`src/rtl/ram_ctrl_pkg.sv`:
```
// ram_ctrl_pkg: shared defaults and state type for the RAM request controller
package ram_ctrl_pkg;
  localparam int WIDTH_DEF  = 32;
  localparam int ADDR_DEF   = 10;
  localparam int DEPTH_DEF  = 1024;
  localparam int RD_LAT_DEF = 1;
  typedef enum logic {CLEAR, RUN} state_t;
endpackage

```
`src/rtl/ram_rsp_fifo.sv`:
```
// ram_rsp_fifo: small response FIFO with occupancy count, push and pop allowed together
module ram_rsp_fifo #(
  parameter  int W  = 32,
  parameter  int D  = 2,
  localparam int PW = $clog2(D),
  localparam int CW = $clog2(D + 1)
) (
  input  logic          clk_i,
  input  logic          rst_ni,
  input  logic          push_i,
  input  logic [W-1:0]  din_i,
  input  logic          pop_i,
  output logic [W-1:0]  dout_o,
  output logic          full_o,
  output logic          empty_o,
  output logic [CW-1:0] count_o
);
  logic [W-1:0]  mem_q [D];
  logic [PW-1:0] wr_q, rd_q;
  logic [CW-1:0] cnt_q;
  logic          wr_en, rd_en;
  function automatic logic [PW-1:0] nxt(input logic [PW-1:0] p);
    return (p == PW'(D - 1)) ? '0 : p + 1'b1;
  endfunction
  assign rd_en   = pop_i && !empty_o;
  assign wr_en   = push_i && (!full_o || rd_en);
  assign full_o  = cnt_q == CW'(D);
  assign empty_o = cnt_q == '0;
  assign count_o = cnt_q;
  assign dout_o  = mem_q[rd_q];
  // storage and pointers; storage is cleared so the head reads zero in reset
  always_ff @(posedge clk_i or negedge rst_ni)
    if (!rst_ni) begin
      for (int i = 0; i < D; i++) mem_q[i] <= '0;
      wr_q  <= '0;
      rd_q  <= '0;
      cnt_q <= '0;
    end else begin
      if (wr_en) begin
        mem_q[wr_q] <= din_i;
        wr_q        <= nxt(wr_q);
      end
      if (rd_en) rd_q <= nxt(rd_q);
      cnt_q <= cnt_q + CW'(wr_en) - CW'(rd_en);
    end
endmodule

```
`src/rtl/ram_req_ctrl.sv`:
```
// ram_req_ctrl: single-port RAM front end with credit-limited read responses; RAM_CLEAR_EN adds a zeroing sweep after reset
module ram_req_ctrl import ram_ctrl_pkg::*; #(
  parameter int WIDTH  = WIDTH_DEF,
  parameter int ADDR   = ADDR_DEF,
  parameter int DEPTH  = DEPTH_DEF,
  parameter int RD_LAT = RD_LAT_DEF
) (
  input  logic             clka,
  input  logic             rsta,
  input  logic             cmd_valid,
  output logic             cmd_ready,
  input  logic             cmd_we,
  input  logic [ADDR-1:0]  cmd_addr,
  input  logic [WIDTH-1:0] cmd_wdata,
  output logic             rsp_valid,
  input  logic             rsp_ready,
  output logic [WIDTH-1:0] rsp_rdata,
  output logic             ram_ena,
  output logic             ram_wea,
  output logic [ADDR-1:0]  ram_addra,
  output logic [WIDTH-1:0] ram_dina,
  input  logic [WIDTH-1:0] ram_douta,
  output logic             busy
);
  localparam int FD = RD_LAT + 1;
  localparam int CW = $clog2(FD + 1);
`ifdef RAM_CLEAR_EN
  localparam state_t RST_ST = CLEAR;
`else
  localparam state_t RST_ST = RUN;
`endif
  state_t           state_q;
  logic [ADDR-1:0]  sweep_q, addr_q;
  logic [WIDTH-1:0] din_q;
  logic             ena_q, we_q;
  logic [RD_LAT:0]  pipe_q;
  logic [CW-1:0]    fifo_cnt;
  logic [CW:0]      pend;
  logic             fifo_full, fifo_empty, credit, acc, rd_acc;
  // outstanding reads: still in the RAM pipeline plus already parked in the FIFO
  always_comb begin
    pend = (CW + 1)'(fifo_cnt);
    for (int i = 0; i <= RD_LAT; i++) pend = pend + (CW + 1)'(pipe_q[i]);
  end
  // a read needs a guaranteed FIFO slot even if the consumer stalls from now on
  assign credit    = (pend < (CW + 1)'(FD)) && !fifo_full;
  assign cmd_ready = rsta && (state_q == RUN) && (cmd_we || credit);
  assign acc       = cmd_valid && cmd_ready;
  assign rd_acc    = acc && !cmd_we;
`ifdef RAM_CLEAR_EN
  assign busy = rsta && (state_q == CLEAR);
`else
  assign busy = 1'b0;
`endif
  assign ram_ena   = ena_q;
  assign ram_wea   = we_q;
  assign ram_addra = addr_q;
  assign ram_dina  = din_q;
  assign rsp_valid = !fifo_empty;
  // state, registered RAM port and read-latency tracker
  always_ff @(posedge clka or negedge rsta)
    if (!rsta) begin
      state_q <= RST_ST;
      sweep_q <= '0;
      ena_q   <= 1'b0;
      we_q    <= 1'b0;
      addr_q  <= '0;
      din_q   <= '0;
      pipe_q  <= '0;
    end else begin
      pipe_q <= {pipe_q[RD_LAT-1:0], rd_acc};
      if (state_q == CLEAR) begin
        ena_q   <= 1'b1;
        we_q    <= 1'b1;
        addr_q  <= sweep_q;
        din_q   <= '0;
        sweep_q <= sweep_q + 1'b1;
        if (sweep_q == ADDR'(DEPTH - 1)) state_q <= RUN;
      end else begin
        ena_q <= acc;
        we_q  <= acc && cmd_we;
        if (acc) begin
          addr_q <= cmd_addr;
          din_q  <= cmd_wdata;
        end
      end
    end
  ram_rsp_fifo #(.W(WIDTH), .D(FD)) u_fifo (
    .clk_i   (clka),
    .rst_ni  (rsta),
    .push_i  (pipe_q[RD_LAT]),
    .din_i   (ram_douta),
    .pop_i   (rsp_ready),
    .dout_o  (rsp_rdata),
    .full_o  (fifo_full),
    .empty_o (fifo_empty),
    .count_o (fifo_cnt)
  );
endmodule

```
`config.mk`:
```
export PLATFORM = sky130hd
export DESIGN_NAME = ram_req_ctrl
export DESIGN_NICKNAME = d
export VERILOG_FILES = /design/src/rtl/ram_ctrl_pkg.sv /design/src/rtl/ram_rsp_fifo.sv /design/src/rtl/ram_req_ctrl.sv
export SDC_FILE = /design/constraint.sdc
export NUM_CORES = 1
export LEC_CHECK = 0
export CORE_MARGIN = 2
export CORE_UTILIZATION = 30
export CTS_CLUSTER_SIZE = 28
export DETAILED_ROUTE_END_ITERATION = 8
export HOLD_SLACK_MARGIN = 0.02
export PLACE_DENSITY = 0.55
export SYNTH_ARGS = -nofsm -noshare
export SYNTH_HDL_FRONTEND = slang
export SYNTH_HIERARCHICAL = 1
export SYNTH_SLANG_ARGS = --single-unit
```
`constraint.sdc`:
```
create_clock -name clka -period 1.8 [get_ports clka]
set_clock_uncertainty 0.2 [all_clocks]
set_input_delay 0.36 -clock clka [delete_from_list [all_inputs] [get_ports clka]]
set_output_delay 0.36 -clock clka [all_outputs]
set_load 0.05 [all_outputs]
```
==> results of run 1 <==
## layout make-up
| class | count | area share |
|---|---|---|
| Sequential cell | 125 | 0.3153 |
| Clock inverter | 14 | 0.02090 |
| Clock buffer | 18 | 0.04418 |
| Timing Repair Buffer | 221 | 0.3282 |
| Multi-Input combinational cell | 294 | 0.2612 |
| Tap cell | 234 | 0.02946 |
| Inverter | 2 | 0.0007553 |
## path summary, 6_finish.rpt
check | startpoint | to | slack [ps]
max | u_fifo/rd_q | rsp_rdata[19] | -360
min | rsta | ram_ena | 190
max reg2reg | u_fifo/count_o[0] | u_fifo/mem_q[62] | -300
min reg2reg | pipe_q[0] | pipe_q[1] | 290
max in group asynchronous | rsta | u_fifo/rd_q | 280
min in group asynchronous | rsta | ram_dina[5] | 260
## through the flow
stage               cell area [sq um]  std cells  hold WS, ps  utilization  power (mW)
finish                           9940        908        186.5       0.5296       10.91
global route                     9940        908        190.7       0.5296       11.34
CTS                              9854        908        245.2       0.5251       10.75
detailed placement               8528        838       -13.03       0.4544       6.525
global placement                 8528        838       -14.00       0.4544       6.498
floorplan                        5781        447       -135.6            -       4.830
## cells by family after synthesis
logic type      Yosys count
other cells               1
mux                      97
flops                   125
simple gates            131
xor+xnor                 12
compound gates           50
buf+inv                  28
fa+ha+maj                 3
## cells in the mapped netlist (all sizes together)
master,count,area share
and4,1,0.0015
nand2b,3,0.0033
nand2,96,0.063
nor2,19,0.013
and3,1,0.0011
nor2b,1,0.0011
nor3,2,0.0057
o21ai,2,0.0017
nand4b,2,0.0031
mux2,97,0.23
clkbuf,7,0.0046
nor4bb,1,0.0017
and4b,1,0.0017
dfrtp,124,0.54
buf,19,0.029
nand3,2,0.0017
conb,1,0.00065
a21oi,3,0.0026
ha,3,0.0065
xnor2,6,0.0092
dfstp,1,0.0046
a41o,1,0.0017
a21boi,32,0.042
nor3b,1,0.0033
xor2,6,0.0092
nand3b,1,0.0035
a31oi,10,0.011
o2111ai,1,0.0026
o2111a,1,0.0035
inv,2,0.0013
## registers in the layout, indices dropped and copies added, names as in the netlist
signal and count:
ram_dina 32, ram_addra 10, ram_wea 1, sweep_q 10
u_fifo/rd_q 1, state_q 1, u_fifo/mem_q 64, ram_ena 1
pipe_q 2, u_fifo/count_o 2, u_fifo/wr_q 1
## power by group
part	internal (mW)	switching [mW]	total, mW
Clock	2.39	1.35	3.74
Combinational	2.22	1.92	4.14
Sequential	2.93	0.105	3.03
Total	7.54	3.37	10.9
## layer usage
layer	up-vias	part of all wire
li1	1959	-
met1	2133	0.42
met2	108	0.51
met3	12	0.056
met4	0	0.010
met5	-	0
## worst register-to-register path, cell delays in order, from the launching register on
cell and delay, ps:
dfrtp_2 450, buf_6 140, buf_6 110, nor3b_4 240
buf_6 140, nor3_4 40, buf_6 120, buf_6 120
buf_12 140, mux2_4 300
## repair_timing
item                                    4_1_cts  5_1_grt
resized for setup                            41       34
buffers inserted                             24        5
pin swaps                                    11       14
endpoints found under the hold margin        89        0
endpoints found under the setup margin      138      194
hold buffers                                  2        0
cloned                                       13        2
==> results.toml, run 1 <==
[synthesis]
synthAdderAreaFrac = 0.006537
synth.avg_cell_area_sq_um = 12.85
synth_area_sq_mm = 0.005742
syn_nets = 529
synth_xor_area_frac = 0.01830
synth_top_family_by_area = "multiplexers"
synth_seq_area_share = 0.5450
netlist-cell-type-count = 37
synth-simple-area-share = 0.1033
ys_seq_elements = 125
synth_compound_area_frac = 0.06494
yosysWarnings = 6
muxShareOfSynthArea = 0.2268
postSynthCellCount = 447

[setup_path]
cp-end-kind = "output port"
crit_arrival_ps = 1600
path_cells = "clkbuf_16 -> mux2_2 -> buf_12"
worstPathMaxFanout = 13
crit_required_ps = 1240
startpoint_type = "flop"
criticalPathCategory = "reg -> out"
path_buf_inv = 2
max_stage_delay_ps = 440
path_depth = 3
cp_top_family = "flip-flops"
reg2regPathDepth = 9
cp_slowest_cell = "dfrtp_2"

[clock_tree]
cts_tree = "built"
clkTransAtPathRegs_ps = 60
cts_buffers = 17
clk_latency_ps = 410
htreeDepth = 4
ctsRootBufferMaster = "clkbuf_16"
clockBufferDepth = 2
cts.sinks = 125

[sta]
rsz0062_at_grt = "yes"
hold_violations = 0
finalSetupViolCount = 140
post-route-period-util = 1.200
slew_violations = 0
fmax_ghz = 0.4629
fin_crit_ps = 2160
layout_setup_ws_ps = -360.3
tns_ps = -31330

[die]
initial_utilization = 0.3059
fp.dieW_um = 142.3
num_rows = 50
core_sq_mm = 0.01877
design.die.area_sq_mm = 0.02026
io_pins = 158
fp.dieH_um = 142.3

[finish]
final_cell_mix = "120 x dfrtp_1, 95 x nand2_1, 87 x buf_12"
syn_to_final_growth_pct = 73.11
num-nets-final = 743
multi_input_area_sq_mm = 0.002596
n_antenna_cell = 0
n_fill_cell = 1569
regArea_sq_mm = 0.003134
drive_gt1_frac = 0.4347
layout_commonest_cell = "dfrtp_1"

[grt]
first_global_vias = 4656
antenna_found_initial = 0
grt_max_degree = 52
grt_pass1_wl_um = 26300
grt_use_met3 = 0.05552
groute.layer.met2.usage = 0.2835
met1_usage = 0.2122
grt.overflow.total = 0
grt_usage = 0.1688
top_usage_layer = "met2"

[detailed_routing]
drc = 0
viasPerCell = 4.639
drtAntennaViolNets = 0
drtIter0Drc = 138
routed_wirelength_um = 16440
dr.pass1.iters = 4
via_count = 4212
wire_per_inst_um = 18.11

[placement]
place_hpwl_um = 10080
gp_congestion = 0.7056
port-buffer-count = 156
post-place-ws_ps = -354.7

[status]
violations = "negative setup slack"
outcome = "finished, violations left"

[pwr]
power_density_mw_per_mm2 = 1098
leakage_nw = 4.335
vdd_drop_max_mv = 0.6825

[worst_hold_path]
hold_depth = 4
hold_path.class = "in -> reg"

[job]
max_cap_viol_count = 0
(Power assumes the default switching activity.)
==> run 2: changes to the inputs <==
- CORE_MARGIN: 2 -> 1.5
==> results.toml, run 2 (synthesis gave the netlist of run 1 again) <==
[worst_hold_path]
min_from = "rsta"
hold_depth = 5
hold_path.class = "in -> reg"
holdPathEnd = "ram_ena"

[die]
fp.dieW_um = 141.3
fp.dieH_um = 141.3
initial_utilization = 0.3059
core_sq_mm = 0.01877
io_pins = 158
num_rows = 50
design.die.area_sq_mm = 0.01998

[pwr]
power_density_mw_per_mm2 = 1055
vdd_drop_max_mv = 0.6803
leakage_nw = 4.346

[clock_tree]
cts_tree = "built"
ctsRootBufferMaster = "clkbuf_16"
cts.sinks = 125
clkTransAtPathRegs_ps = 60
cts_buffers = 17
clk_latency_ps = 420
htreeDepth = 4
clockBufferDepth = 2

[finish]
n_antenna_cell = 0
drive_gt1_frac = 0.4505
instances_no_fill = 900
layout_commonest_cell = "dfrtp_1"
num-nets-final = 735
final_cell_mix = "121 x dfrtp_1, 86 x buf_12, 81 x mux2_4"
regMostFlops = "u_fifo/mem_q"
syn_to_final_growth_pct = 72.50
largest_register_ffs = 64
final_area_sq_mm = 0.009905
n_fill_cell = 1574

[sta]
layout_setup_ws_ps = -377.0
finalSetupViolCount = 142
slew_headroom = 0.5810
slew_violations = 0
post-route-period-util = 1.209
rsz0062_at_grt = "yes"
worstMarginPinSlew_ps = 628.5
fin_crit_ps = 2177
fmax_ghz = 0.4593
hold_violations = 0

[detailed_routing]
dr.pass1.iters = 4
routed_wirelength_um = 15440
wire_per_inst_um = 17.15
drtAntennaViolNets = 0
via_count = 4145
drc = 0
viasPerCell = 4.606
drtIter0Drc = 97

[placement]
place_hpwl_um = 9525
place_area_sq_mm = 0.008518
gp_congestion = 0.7336
port-buffer-count = 156
post-place-cells = 835

[grt]
antenna_found_initial = 0
grt_pass1_wl_um = 24120
grt.overflow.total = 0
first_global_vias = 4477
grt_max_degree = 114
grt_usage = 0.1560

[status]
outcome = "finished, violations left"
violations = "negative setup slack"

[job]
max_cap_viol_count = 0

[setup_path]
crit_required_ps = 1240
r2r-start = "u_fifo/count_o[1]"
cp-end-kind = "output port"
criticalPathCategory = "reg -> out"
startpoint_type = "flop"
reg2regPathDepth = 8
r2r_end = "ram_addra[1]"
crit_arrival_ps = 1620
worstPathMaxFanout = 11
rrSetupSlack_ps = -310
==> run 2: through the flow <==
step	hold WS, ps	TNS, ps	setup slack, ps	power [mW]	utilization
3_5_place_dp	16.32	-26460	-329.1	6.522	0.4539
4_1_cts	258.7	-28470	-365.8	10.18	0.5092
3_3_place_gp	11.32	-22980	-299.3	6.487	0.4539
5_1_grt	265.8	-46660	-433.8	10.87	0.5277
6_report	247.3	-36620	-377.0	10.45	0.5277
2_1_floorplan	-135.6	0	0.6818	4.830	-
==> run 2: per-layer routing <==
metal  global-route usage  part of all wire  vias to the layer above
met5                    0                 0                        -
met4              0.04770            0.0089                        0
met3              0.05737             0.067                       10
met2               0.2577              0.51                      112
met1               0.1898              0.42                     2083
li1                     -                 -                     1940
==> run 2: repair_timing <==
action,in CTS,in global routing
gates cloned,8,3
setup endpoints to repair,140,142
hold buffers,4,0
gates resized for setup,25,70
hold endpoints to repair,12,0
pin swaps,8,52
setup buffers,13,6
==> run 2: layout make-up <==
cell class                      instances  area, sq um  area share
Clock inverter                         10        113.9     0.01150
Sequential cell                       125         3133      0.3163
Inverter                                2        7.507   0.0007580
Multi-Input combinational cell        294         2704      0.2730
Clock buffer                           22        464.2     0.04687
Timing Repair Buffer                  213         3189      0.3220
Tap cell                              234        292.8     0.02956
==> run 2: how the worst max path moves through the flow <==
stage,from,endpoint,slack [ps],cells after the start
after floorplan,u_fifo/count_o[1],cmd_ready,0.7,4
after global placement,rsp_ready,u_fifo/mem_q[35],-300,5
after detailed placement,rsp_ready,u_fifo/mem_q[35],-330,5
after CTS,u_fifo/rd_q,rsp_rdata[31],-370,3
after global routing,u_fifo/rd_q,rsp_rdata[22],-430,3
final,u_fifo/rd_q,rsp_rdata[3],-380,3
==> run 2: worst max-delay path: stages (launching register included) <==
cell and delay [ps]:
dfrtp_2 460, clkbuf_16 210, mux2_2 360, buf_12 150
==> run 2: power by group <==
group          switching, mW  internal, mW
logic                   1.90          2.14
clock network           1.26          2.11
registers              0.107          2.93
